**src/rtl/jk_bank_arbiter.sv**
```systemverilog
`default_nettype none
// ============================================================================
// Module  : jk_bank_arbiter
// Purpose : round-robin shared access to a bank of JK-style flags
//           (set / clear / toggle of one bit per granted command)
// Revision: 1.0  initial release
// ============================================================================
module jk_bank_arbiter #(
  parameter int NREQ  = 4,
  parameter int WIDTH = 8,
  parameter int IDXW  = (WIDTH > 1) ? $clog2(WIDTH) : 1
) (
  input  logic                 clk,
  input  logic                 rst_n,
  input  logic [NREQ-1:0]      req,
  input  logic [2*NREQ-1:0]    op,
  input  logic [IDXW*NREQ-1:0] idx,
  input  logic                 clr_all,
  output logic [NREQ-1:0]      gnt,
  output logic [WIDTH-1:0]     q,
  output logic                 busy,
  output logic                 err
);

  localparam int PTRW = (NREQ > 1) ? $clog2(NREQ) : 1;

  typedef enum logic [0:0] {
    IDLE = 1'b0,
    EXEC = 1'b1
  } state_t;

  state_t            state_q, state_d;
  logic [PTRW-1:0]   ptr_q, ptr_d;
  logic [PTRW-1:0]   win_q, win_d;
  logic [1:0]        op_l_q, op_l_d;
  logic [IDXW-1:0]   idx_l_q, idx_l_d;
  logic [WIDTH-1:0]  q_q, q_d;
  logic [NREQ-1:0]   gnt_q, gnt_d;
  logic              busy_q, busy_d;
  logic              err_q, err_d;

  logic [PTRW-1:0]   pick;
  logic              found;
  logic [1:0]        pick_op;
  logic [IDXW-1:0]   pick_idx;

  // Round-robin search: first asserted request at or after ptr, with wrap.
  always_comb begin
    pick  = ptr_q;
    found = 1'b0;
    for (int i = 0; i < NREQ; i++) begin
      if (!found && req[(int'(ptr_q) + i) % NREQ]) begin
        found = 1'b1;
        pick  = PTRW'((int'(ptr_q) + i) % NREQ);
      end
    end
  end

  always_comb begin
    pick_op  = op[2*int'(pick) +: 2];
    pick_idx = idx[IDXW*int'(pick) +: IDXW];
  end

  always_comb begin
    state_d = state_q;
    ptr_d   = ptr_q;
    win_d   = win_q;
    op_l_d  = op_l_q;
    idx_l_d = idx_l_q;
    q_d     = q_q;
    gnt_d   = '0;
    busy_d  = 1'b0;
    err_d   = 1'b0;

    case (state_q)
      IDLE: begin
        if (found) begin
          state_d     = EXEC;
          win_d       = pick;
          op_l_d      = pick_op;
          idx_l_d     = pick_idx;
          // Outputs for the EXEC cycle are registered here so they never glitch.
          gnt_d[pick] = 1'b1;
          busy_d      = 1'b1;
          err_d       = (int'(pick_idx) >= WIDTH);
        end
      end
      EXEC: begin
        state_d = IDLE;
        if (int'(idx_l_q) < WIDTH) begin
          case (op_l_q)
            2'b01:   q_d[idx_l_q] = 1'b0;
            2'b10:   q_d[idx_l_q] = 1'b1;
            2'b11:   q_d[idx_l_q] = ~q_q[idx_l_q];
            default: q_d[idx_l_q] = q_q[idx_l_q];
          endcase
        end
        ptr_d = (win_q == PTRW'(NREQ - 1)) ? '0 : win_q + 1'b1;
      end
      default: state_d = IDLE;
    endcase

    // Bank-wide clear overrides any command applied on the same edge.
    if (clr_all) begin
      q_d = '0;
    end
  end

  always_ff @(posedge clk or negedge rst_n) begin
    if (!rst_n) begin
      state_q <= IDLE;
      ptr_q   <= '0;
      win_q   <= '0;
      op_l_q  <= '0;
      idx_l_q <= '0;
      q_q     <= '0;
      gnt_q   <= '0;
      busy_q  <= 1'b0;
      err_q   <= 1'b0;
    end else begin
      state_q <= state_d;
      ptr_q   <= ptr_d;
      win_q   <= win_d;
      op_l_q  <= op_l_d;
      idx_l_q <= idx_l_d;
      q_q     <= q_d;
      gnt_q   <= gnt_d;
      busy_q  <= busy_d;
      err_q   <= err_d;
    end
  end

  assign gnt  = gnt_q;
  assign q    = q_q;
  assign busy = busy_q;
  assign err  = err_q;

endmodule
`default_nettype wire

```
**config.mk**
```make
export PLATFORM = sky130hd
export DESIGN_NAME = jk_bank_arbiter
export DESIGN_NICKNAME = d
export VERILOG_FILES = /design/src/rtl/jk_bank_arbiter.sv
export SDC_FILE = /design/constraint.sdc
export NUM_CORES = 1
export LEC_CHECK = 0
export BUFFER_PORTS_ARGS = -buffer_cell sky130_fd_sc_hd__buf_2
export CAP_MARGIN = 40
export CORE_MARGIN = 10
export CORE_UTILIZATION = 30
export DETAILED_ROUTE_END_ITERATION = 6
export SYNTH_ARGS = -nofsm -noshare
export SYNTH_HDL_FRONTEND = slang
export SYNTH_SLANG_ARGS = --single-unit
```
**constraint.sdc**
```tcl
create_clock -name clk -period 1.5 [get_ports clk]
set_input_delay 0.15 -clock clk [delete_from_list [all_inputs] [get_ports clk]]
set_output_delay 0.15 -clock clk [all_outputs]
set_load 0.005 [all_outputs]
```
==> results.toml <==
[run_status]
outcome = "finished, violations left"
violations = "negative setup slack"

[synthesis]
yosysWarningCount = 0
yosysMostFrequentCell = "nor2_1"
netlist.area_leader.share_pct = 42.6
synthesis.nets = 157
async_flop_share_pct = 100
seq_area_frac_synth_pct = 42.6
postSynthCellCount = 129
synthDistinctLibCells = 39
yosys-top-cells-count = "nor2_1, dfrtp_1, a211oi_1"
synth_seq_cells = 22
avgSynthCellArea_um2 = 10.0
syn_area_mm2 = 0.00129
dominantRegCellSynth = "dfrtp_1"
synthTopCellsByArea = "dfrtp_1, nor2_1, a211oi_1"
yosys.area.top_type = "dfrtp_1"
synth_edf_count = 0

[pwr]
p_leak_nw = 0.922
peakVddDrop_v = 0.000788
powerDensity_mw_per_mm2 = 1750

[grt]
grt_pass1_wl_um = 6470
gr-total-overflow = 0
grt_max_degree = 23
grt_usage_pct = 10.4
first_global_vias = 1362
grt_antenna_before_repair = 0

[critical_path]
crit_chain = "mux2_4 -> a22oi_2 -> o211ai_2 -> mux2i_4 -> a211oi_1"
startpoint_type = "flip-flop"
critical-path-max-stage-delay_ps = 450
critical_path_class = "flip-flop to flip-flop"
critPathMaxFanout = 8
crit_buf_inv = 0
cpMaxStageDelayCell = "dfrtp_2"
cp_data_required_time_ps = 1630
critical_path.top_delay_family = "multiplexers"
arrival_ps = 1810
cp-end-kind = "flip-flop"

[floorplanning]
dieArea_mm2 = 0.00734
start_util_pct = 31.7
dieWidth_um = 85.7
core_mm2 = 0.00409
die-height_um = 85.7
ios = 41
rows = 23

[timing]
fin_crit_sh_pct = 112
finalSetupViolCount = 13
setup_slack_ps = -179
rsz0062_at_grt = "true"
drv_slew = 0
skew_ps = 9.38
finalSetupTns_ps = -1630
fmax_mhz = 596
min_period_ps = 1680
finalHoldViolCount = 0

[clocking]
ctsHtreeMaxLevel = 1
root_buffer = "clkbuf_8"
tritoncts = "built"
cts.sinks = 22
clkTransAtPathRegs_ps = 90
clock_latency_ps = 270
clockBufferDepth = 2
cts_buffers = 3

[placed_design]
portBuffers = 39
globalplace.congestion = 0.767
dp_hpwl_um = 2860

[routing]
avgRoutedWirePerCell_um = 15.3
first_pass_iters = 4
via_count = 1188
drt_iter0_drc = 22
drc = 0
routed_via_density = 4.85
antenna_left = 0
totalWireLength_um = 3750

[cells_and_area]
drive_gt1_share_pct = 54.9
fin_nets = 224
utilization_pct = 48.7
antennaDiodeCount = 0
areaGrowthSynthToFinish_pct = 53.7

[job]
cap_violations = 0

[min_path]
min_path_type = "input port to flip-flop"
-- layout by cell type (no fill, tap or decap), types with 2 or more instances in the layout --
master     instances
buf_2             39
buf_6              5
nor2b_1            2
a211oi_1           9
nor2_1            24
dfrtp_1           19
a2111oi_4          4
a211oi_2           4
clkbuf_8           3
mux2_2             2
buf_4             22
mux2i_1            5
nand2b_1           3
a211o_1            2
dfrtp_2            3
a31oi_2            3
inv_1              6
mux2_4             2
nand2_1            5
a31oi_1            2
nor3_1             3
-- layer usage --
metal	vias to the layer above	routed length [um]	global-route usage [%]
li1	596	-	-
met1	554	1660	12.3
met2	38	1790	17.3
met3	0	302	4.07
met4	0	0	2.25
met5	-	0	0
-- through the flow --
step	area, um2	power, mW	std cells	worst slack (ps)	hold slack, ps
after floorplan	1320	1.97	129	-38.7	-146
after global placement	1700	2.45	235	-256	134
after detailed placement	1700	2.49	235	-275	154
after CTS	1970	3.45	245	-172	142
after global routing	1990	3.74	245	-264	156
final	1990	3.48	245	-179	153
-- kinds of logic after synthesis --
logic type / Yosys count / share of synthesized area (%)
simple gates: 47 / 16.9
other cells: 1 / 0.290
fa+ha+maj: 1 / 0.967
buf+inv: 13 / 5.32
flops: 22 / 42.6
mux: 11 / 9.19
compound gates: 34 / 24.8
-- worst reg2reg max path, cell delays in order, from the launching register on --
cell	delay, ps
dfrtp_2	450
mux2_4	310
a22oi_2	190
o211ai_2	120
mux2i_4	330
a211oi_1	130
-- layout make-up --
cell class	instances	area, um2
Multi-Input combinational cell	94	827
Sequential cell	22	554
Tap cell	50	62.6
Clock inverter	1	30.0
Inverter	7	26.3
Fill cell	395	2100
Timing Repair Buffer	68	447
Clock buffer	3	41.3
-- path summary, 6_finish.rpt --
| check | startpoint | to | slack (ps) | cells after the start |
|---|---|---|---|---|
| min in group asynchronous | rst_n | q[4]$_DFFE_PN0P_ | 370 | 2 |
| setup / recovery | idx_l_q[1]$_DFFE_PN0P_ | q[5]$_DFFE_PN0P_ | -180 | 5 |
| max in group asynchronous | rst_n | ptr_q[0]$_DFFE_PN0P_ | 760 | 2 |
| hold / removal | clr_all | q[2]$_DFFE_PN0P_ | 150 | 2 |
| hold reg to reg | win_q[1]$_DFFE_PN0P_ | win_q[1]$_DFFE_PN0P_ | 510 | 1 |
| setup reg to reg | idx_l_q[1]$_DFFE_PN0P_ | q[5]$_DFFE_PN0P_ | -180 | 5 |
-- sequential cells by signal, indices dropped and copies added (netlist names) --
signal,cells
busy,1
gnt,4
idx_l_q,3
op_l_q,2
ptr_q,2
q,8
win_q,2
-- where the power goes --
part / internal [mW] / leakage, nW / switching (mW) / total, mW
logic: 1.02 / 0.610 / 0.909 / 1.93
clock network: 0.357 / 0.0357 / 0.203 / 0.560
registers: 0.801 / 0.276 / 0.189 / 0.989
-- timing repair --
item | 4_1_cts | 5_1_grt
buffers inserted | 6 | 0
hold buffers | 1 | 0
endpoints found under the setup margin | 18 | 15
pin swaps | 14 | 3
gates cloned | 0 | 0
endpoints found under the hold margin | 22 | 0
gates resized for setup | 29 | 7
(Power assumes the default switching activity.)
